**src/rtl/dds_pkg.sv**
```systemverilog
// Shared types and default constants for the DDS tuning controller.
// Request codes, FSM states, default step sizes and the request priority helpers.
package dds_pkg;

  typedef enum logic [3:0] {
    NONE, C_UP, C_DN, M_UP, M_DN, N_UP, N_DN, P_UP, P_DN
  } req_code_e;

  typedef enum logic [1:0] {
    IDLE, HOLD, REPEAT
  } state_e;

  localparam logic [31:0] DEF_FTW_RESET   = 32'd42950;
  localparam logic [31:0] DEF_FTW_MIN     = 32'd1;
  localparam logic [31:0] DEF_FTW_MAX     = 32'h7FFF_FFFF;
  localparam logic [31:0] DEF_STEP_COARSE = 32'd4294967;
  localparam logic [31:0] DEF_STEP_MICRO  = 32'd42950;
  localparam logic [31:0] DEF_STEP_NANO   = 32'd430;
  localparam logic [31:0] DEF_PHASE_STEP  = 32'h0400_0000;
  localparam logic [23:0] DEF_HOLD_CYC    = 24'd5_000_000;
  localparam logic [23:0] DEF_REP_CYC     = 24'd1_000_000;

  // Active-high request vector bit order: coarse up/down, micro up/down,
  // nano up/down, phase up/down, bit 0 being the highest priority.
  function automatic req_code_e req_select(input logic [7:0] act);
    if      (act[0]) return C_UP;
    else if (act[1]) return C_DN;
    else if (act[2]) return M_UP;
    else if (act[3]) return M_DN;
    else if (act[4]) return N_UP;
    else if (act[5]) return N_DN;
    else if (act[6]) return P_UP;
    else if (act[7]) return P_DN;
    else             return NONE;
  endfunction

  function automatic logic req_hit(input req_code_e code, input logic [7:0] act);
    case (code)
      C_UP:    return act[0];
      C_DN:    return act[1];
      M_UP:    return act[2];
      M_DN:    return act[3];
      N_UP:    return act[4];
      N_DN:    return act[5];
      P_UP:    return act[6];
      P_DN:    return act[7];
      default: return 1'b0;
    endcase
  endfunction

endpackage

```
**src/rtl/dds_step_alu.sv**
```systemverilog
// Combinational step unit: applies one request code to the current words,
// saturating the frequency word and wrapping the phase word.
module dds_step_alu
  import dds_pkg::*;
#(
  parameter int             W           = 32,
  parameter logic [W-1:0]   FTW_MIN     = DEF_FTW_MIN,
  parameter logic [W-1:0]   FTW_MAX     = DEF_FTW_MAX,
  parameter logic [W-1:0]   STEP_COARSE = DEF_STEP_COARSE,
  parameter logic [W-1:0]   STEP_MICRO  = DEF_STEP_MICRO,
  parameter logic [W-1:0]   STEP_NANO   = DEF_STEP_NANO,
  parameter logic [W-1:0]   PHASE_STEP  = DEF_PHASE_STEP
) (
  input  req_code_e      code_i,
  input  logic [W-1:0]   freq_i,
  input  logic [W-1:0]   phase_i,
  output logic [W-1:0]   freq_o,
  output logic [W-1:0]   phase_o,
  output logic           changed_o
);

  logic [W-1:0] fstep;
  logic         is_up;
  logic         is_dn;
  logic [W:0]   sum;
  logic [W:0]   diff;

  // NOTE: every signal written here gets a default first so no latch is inferred.
  always_comb begin
    fstep = '0;
    is_up = 1'b0;
    is_dn = 1'b0;
    case (code_i)
      C_UP:    begin fstep = STEP_COARSE; is_up = 1'b1; end
      C_DN:    begin fstep = STEP_COARSE; is_dn = 1'b1; end
      M_UP:    begin fstep = STEP_MICRO;  is_up = 1'b1; end
      M_DN:    begin fstep = STEP_MICRO;  is_dn = 1'b1; end
      N_UP:    begin fstep = STEP_NANO;   is_up = 1'b1; end
      N_DN:    begin fstep = STEP_NANO;   is_dn = 1'b1; end
      default: ;
    endcase

    // The extra bit catches both carry-out on add and borrow on subtract.
    sum  = {1'b0, freq_i} + {1'b0, fstep};
    diff = {1'b0, freq_i} - {1'b0, fstep};

    freq_o = freq_i;
    if (is_up)
      freq_o = (sum > {1'b0, FTW_MAX}) ? FTW_MAX : sum[W-1:0];
    else if (is_dn)
      freq_o = (diff[W] || (diff[W-1:0] < FTW_MIN)) ? FTW_MIN : diff[W-1:0];

    phase_o = phase_i;
    if (code_i == P_UP)
      phase_o = phase_i + PHASE_STEP;
    else if (code_i == P_DN)
      phase_o = phase_i - PHASE_STEP;

    changed_o = (freq_o != freq_i) || (phase_o != phase_i);
  end

endmodule

```
**src/rtl/dds_tune_ctrl.sv**
```systemverilog
// Push-button to DDS tuning word controller: registered requests, press-and-hold
// auto-repeat FSM, and registered frequency/phase words with an update strobe.
module dds_tune_ctrl
  import dds_pkg::*;
#(
  parameter int             W           = 32,
  parameter logic [W-1:0]   FTW_RESET   = DEF_FTW_RESET,
  parameter logic [W-1:0]   FTW_MIN     = DEF_FTW_MIN,
  parameter logic [W-1:0]   FTW_MAX     = DEF_FTW_MAX,
  parameter logic [W-1:0]   STEP_COARSE = DEF_STEP_COARSE,
  parameter logic [W-1:0]   STEP_MICRO  = DEF_STEP_MICRO,
  parameter logic [W-1:0]   STEP_NANO   = DEF_STEP_NANO,
  parameter logic [W-1:0]   PHASE_STEP  = DEF_PHASE_STEP,
  parameter logic [23:0]    HOLD_CYC    = DEF_HOLD_CYC,
  parameter logic [23:0]    REP_CYC     = DEF_REP_CYC
) (
  input  logic         clk,
  input  logic         reset,
  input  logic         Switchadd,
  input  logic         Switchsub,
  input  logic         SwitchMicroadd,
  input  logic         SwitchMicrosub,
  input  logic         SwitchNanoadd,
  input  logic         SwitchNanosub,
  input  logic         Phaseadd,
  input  logic         Phasesub,
  output logic [W-1:0] FreqWord,
  output logic [W-1:0] PhaseWord,
  output logic         Update,
  output logic         Saturated
);

  logic [7:0]   req_n_q;
  logic [7:0]   act;
  req_code_e    sel;
  state_e       state_q, state_d;
  logic [23:0]  cnt_q, cnt_d;
  req_code_e    code_q, code_d;
  logic         step_en;
  req_code_e    step_code;
  logic [W-1:0] freq_q, freq_d, phase_q, phase_d, alu_freq, alu_phase;
  logic         upd_q, upd_d, sat_q, sat_d, alu_changed;

  // NOTE: sequential state uses non-blocking assignments so all registers update together.
  always_ff @(posedge clk or posedge reset) begin
    if (reset) req_n_q <= '1;
    else       req_n_q <= {Phasesub, Phaseadd, SwitchNanosub, SwitchNanoadd,
                           SwitchMicrosub, SwitchMicroadd, Switchsub, Switchadd};
  end

  assign act = ~req_n_q;
  assign sel = req_select(act);

  always_ff @(posedge clk or posedge reset) begin
    if (reset) begin
      state_q <= IDLE;
      cnt_q   <= '0;
      code_q  <= NONE;
    end else begin
      state_q <= state_d;
      cnt_q   <= cnt_d;
      code_q  <= code_d;
    end
  end

  // While a code is latched, other requests are ignored until it is released.
  always_comb begin
    state_d = state_q;
    cnt_d   = cnt_q;
    code_d  = code_q;
    case (state_q)
      IDLE: if (sel != NONE) begin
        state_d = HOLD;
        cnt_d   = HOLD_CYC - 24'd1;
        code_d  = sel;
      end
      HOLD, REPEAT: begin
        if (!req_hit(code_q, act)) begin
          state_d = IDLE;
          cnt_d   = '0;
          code_d  = NONE;
        end else if (cnt_q == '0) begin
          state_d = REPEAT;
          cnt_d   = REP_CYC - 24'd1;
        end else begin
          cnt_d = cnt_q - 24'd1;
        end
      end
      default: state_d = IDLE;
    endcase
  end

  always_comb begin
    step_en   = 1'b0;
    step_code = NONE;
    case (state_q)
      IDLE: if (sel != NONE) begin
        step_en   = 1'b1;
        step_code = sel;
      end
      HOLD, REPEAT: if (req_hit(code_q, act) && (cnt_q == '0)) begin
        step_en   = 1'b1;
        step_code = code_q;
      end
      default: ;
    endcase
  end

  dds_step_alu #(
    .W(W), .FTW_MIN(FTW_MIN), .FTW_MAX(FTW_MAX), .STEP_COARSE(STEP_COARSE),
    .STEP_MICRO(STEP_MICRO), .STEP_NANO(STEP_NANO), .PHASE_STEP(PHASE_STEP)
  ) u_alu (
    .code_i   (step_code),
    .freq_i   (freq_q),
    .phase_i  (phase_q),
    .freq_o   (alu_freq),
    .phase_o  (alu_phase),
    .changed_o(alu_changed)
  );

  assign freq_d  = step_en ? alu_freq  : freq_q;
  assign phase_d = step_en ? alu_phase : phase_q;
  assign upd_d   = step_en & alu_changed;
  assign sat_d   = (freq_d == FTW_MIN) || (freq_d == FTW_MAX);

  always_ff @(posedge clk or posedge reset) begin
    if (reset) begin
      freq_q  <= FTW_RESET;
      phase_q <= '0;
      upd_q   <= 1'b0;
      sat_q   <= 1'b0;
    end else begin
      freq_q  <= freq_d;
      phase_q <= phase_d;
      upd_q   <= upd_d;
      sat_q   <= sat_d;
    end
  end

  assign FreqWord  = freq_q;
  assign PhaseWord = phase_q;
  assign Update    = upd_q;
  assign Saturated = sat_q;

endmodule

```
**config.mk**
```make
export PLATFORM = sky130hd
export DESIGN_NAME = dds_tune_ctrl
export DESIGN_NICKNAME = d
export VERILOG_FILES = /design/src/rtl/dds_pkg.sv /design/src/rtl/dds_step_alu.sv /design/src/rtl/dds_tune_ctrl.sv
export SDC_FILE = /design/constraint.sdc
export NUM_CORES = 1
export LEC_CHECK = 0
export BUFFER_PORTS_ARGS = -buffer_cell sky130_fd_sc_hd__buf_4
export CORE_AREA = 2 2 130 132
export DETAILED_ROUTE_END_ITERATION = 7
export DIE_AREA = 0 0 132 134
export PLACE_DENSITY = 0.86
export SLEW_MARGIN = 20
export SYNTH_ARGS = -nofsm -noshare
export SYNTH_HDL_FRONTEND = slang
export SYNTH_SLANG_ARGS = --single-unit
export TNS_END_PERCENT = 100
```
**constraint.sdc**
```tcl
create_clock -name clk -period 7 [get_ports clk]
set_input_delay 0.7 -clock clk [delete_from_list [all_inputs] [get_ports clk]]
set_output_delay 0.7 -clock clk [all_outputs]
set_load 0.03 [all_outputs]
```
==> results.py <==
metrics = {
    "yosys": {
        "synth.distinct_cells": 91,
        "synth_edf_count": 0,
        "synth_seq_cells": 78,
        "syn_area_per_cell_um2": 7.42,
        "synth-async-reset-ratio_pct": 100,
        "syn_area_um2": 8890,
        "synthFlopType": "dfrtp_1",
        "ys_warn_count": 0,
        "synthCells": 1198,
        "seq_area_frac_synth_pct": 22.2,
    },
    "outcome": {
        "violations": "negative setup slack",
        "outcome": "finished, violations left",
    },
    "grt": {
        "grt_max_degree": 79,
        "antenna_found_initial": 0,
        "grt_usage_pct": 42.3,
        "grt_pass1_vias": 10200,
        "grt.overflow.total": 0,
        "grt_pass1_wl_um": 58100,
    },
    "worst_setup_path": {
        "critPathLaunch": "cnt_q[20]",
        "worst-setup-path-type": "reg2reg",
        "r2r_start": "cnt_q[20]",
        "cp-start-kind": "flop",
        "r2r_slack_ps": -9,
        "arrival_ps": 7220,
        "crit_fanout": 5,
        "crit_path_end_kind": "flop",
        "required_ps": 7210,
    },
    "finish": {
        "final_cell_area_um2": 10900,
        "nFillCells": 1402,
        "drive_gt1_share_pct": 23.5,
        "insertedDiodeCount": 0,
        "final_cells": 1559,
        "area_growth_pct": 22.4,
        "fin_nets": 1383,
    },
    "placement": {
        "dp.cells": 1538,
        "dpl.hpwl_um": 29700,
        "dpl_cell_area_um2": 10200,
        "gp_congestion": 1.09,
        "port_buffers": 49,
    },
    "timing": {
        "drv_slew": 0,
        "setup_viol": 1,
        "worst-slew-pin-transition_ps": 973,
        "hold_viol": 0,
        "timing.final.ws_setup_ps": -9.43,
        "min_period_over_period_pct": 100,
        "max_freq_ghz": 0.143,
        "post-route-min-period_ps": 7010,
        "max_slew_margin_pct": 34.9,
        "fin_skew_ps": 17.9,
    },
    "route": {
        "detail-route-antenna-nets": 0,
        "vias": 11000,
        "drc": 0,
        "drt_wl_total_um": 38900,
        "routedWlPerCell_um": 25.0,
        "drt_first_pass_iters": 8,
        "route.detailed.vias_per_inst": 7.05,
        "drt-initial-drc-count": 1615,
    },
    "floorplanning": {
        "die_w_um": 132,
        "start_util_pct": 54.6,
        "die_area_um2": 17700,
        "die_h_um": 134,
        "pin_count": 76,
        "row_count": 47,
        "design.core.area_um2": 16300,
    },
    "clocking": {
        "clock_sinks": 78,
        "cts_hold_buf": 0,
        "cts_buffer_depth": 2,
        "clk_pin_slew_worst_paths_ps": 70,
        "insertion_delay_ps": 360,
        "htree_levels": 3,
        "cts_tree": "built",
        "numCtsBuffers": 9,
        "root_buffer": "clkbuf_16",
    },
    "worst_hold_path": {
        "hp-start": "SwitchMicrosub",
        "worst_hold_path_type": "in2reg",
    },
    "job": {
        "drv_cap": 0,
    },
}
worst max-delay path, stage by stage (launching register included):
cell	delay (ps)
dfrtp_1	410
or4_1	590
nor3b_1	390
nand2_1	150
o32a_1	420
xnor2_2	180
nor2_2	190
o21ai_2	120
buf_4	170
ha_1	290
or4bb_1	610
nor3_2	260
buf_4	180
nor4_1	60
a2111oi_0	470
nand4_1	270
nor4_2	390
buf_4	180
nand3_1	60
o21ai_0	250
buf_4	200
a21oi_1	110
a2111o_1	440
nor4_1	310
nand4_1	150
registers in the layout, indices dropped and copies added, names as in the netlist:
signal and count:
state_q 2, code_q 4, cnt_q 24, Saturated 1
PhaseWord 6, Update 1, req_n_q 8, FreqWord 32
per-stage QoR:
stage / util, % / TNS [ps] / hold WS [ps] / setup slack, ps
finish: 66.8 / -9.43 / 458 / -9.43
global route: 66.8 / -268 / 458 / -141
CTS: 64.9 / 0 / 457 / 36.7
detailed placement: 62.8 / 0 / 500 / 126
global placement: 62.8 / 0 / 460 / 97.9
floorplan: - / 0 / 464 / 69.3
cell usage in the layout (no fill, tap or decap), types with 16 or more instances in the layout:
cell type,n
nand2_1,102
or2_2,19
or3_1,21
dfstp_2,17
xnor2_1,28
dfrtp_1,61
nand4_1,17
nor4_1,23
a21oi_1,91
a22oi_1,16
nand2b_1,28
nor2_1,86
buf_4,188
o21ai_0,75
a211oi_1,19
nand3_1,42
nor3_1,33
conb_1,26
ha_1,30
inv_1,57
a31oi_1,17
layer usage:
metal	vias to the layer above	track usage, %	share of wire, %
met5	-	0	0
met4	0	24.7	7.1
met3	257	10.2	13
met2	902	65.6	43
met1	5097	53.8	37
li1	4737	-	-
timing repair:
| item | 4_1_cts | 5_1_grt |
|---|---|---|
| setup endpoints to repair | 0 | 2 |
| setup buffers | 0 | 5 |
| gates resized for setup | 0 | 62 |
cell usage after synthesis (all sizes together), types with 6 or more instances:
library cell    n  area, µm²
nor4           32        215
a21o           11       90.1
o22ai           8       50.1
xor2           13        114
a22o           11       96.3
o211ai         14        105
o21a            9       67.6
a21oi          97        485
o41ai           9       78.8
a211o           7       61.3
and3           14       87.6
nand4          17        106
nor3           36        180
xnor2          30        263
nand3          42        210
a31oi          20        125
a2111oi         6       53.8
and4            8       72.6
or4             8       60.1
o21bai          7       52.6
a32oi           6       52.6
a221oi         10       87.6
nand2         102        383
o2111ai         9       78.8
clkbuf         50        188
ha             37        463
or2            19        119
inv            58        218
a211oi         22        165
nor2           89        337
a22oi          17        133
or3            22        143
and2           15       93.8
nand2b         28        175
dfrtp          61       1530
o21ai          83        415
o31ai          14        105
dfstp          17        447
nor3b           7       57.6
nor2b          14       87.6
buf            41        270
path summary, 6_finish.rpt:
| path | end | depth (start not counted) |
|---|---|---|
| setup / recovery | Update | 24 |
| hold reg to reg | PhaseWord[31] | 1 |
| setup reg to reg | Update | 24 |
| min in group asynchronous | FreqWord[25] | 3 |
| hold / removal | req_n_q[3] | 1 |
| max in group asynchronous | cnt_q[14] | 3 |
logic make-up after synthesis:
group                    Yosys count  share of synthesized area [%]
AND/OR/NAND/NOR                  471                           28.1
AO/OA/AOI/OAI                    412                           31.5
buffers and inverters            149                           7.60
flip-flops                        78                           22.2
XOR/XNOR                          43                           4.23
adder cells (fa/ha/maj)           39                           5.66
multiplexers                       5                          0.717
other                              1                         0.0422
layout make-up:
type	count	area (µm²)	area share (%)
multi-input combinational	996	6630	60.9
timing repair buffer	191	1450	13.4
tap	220	275	2.53
inverter	58	219	2.01
clock inverter	7	109	1.00
sequential	78	1970	18.1
clock buffer	9	225	2.07
Power is not shown: default switching activity piles up to over one toggle a cycle in this logic, so the estimate is an artifact.
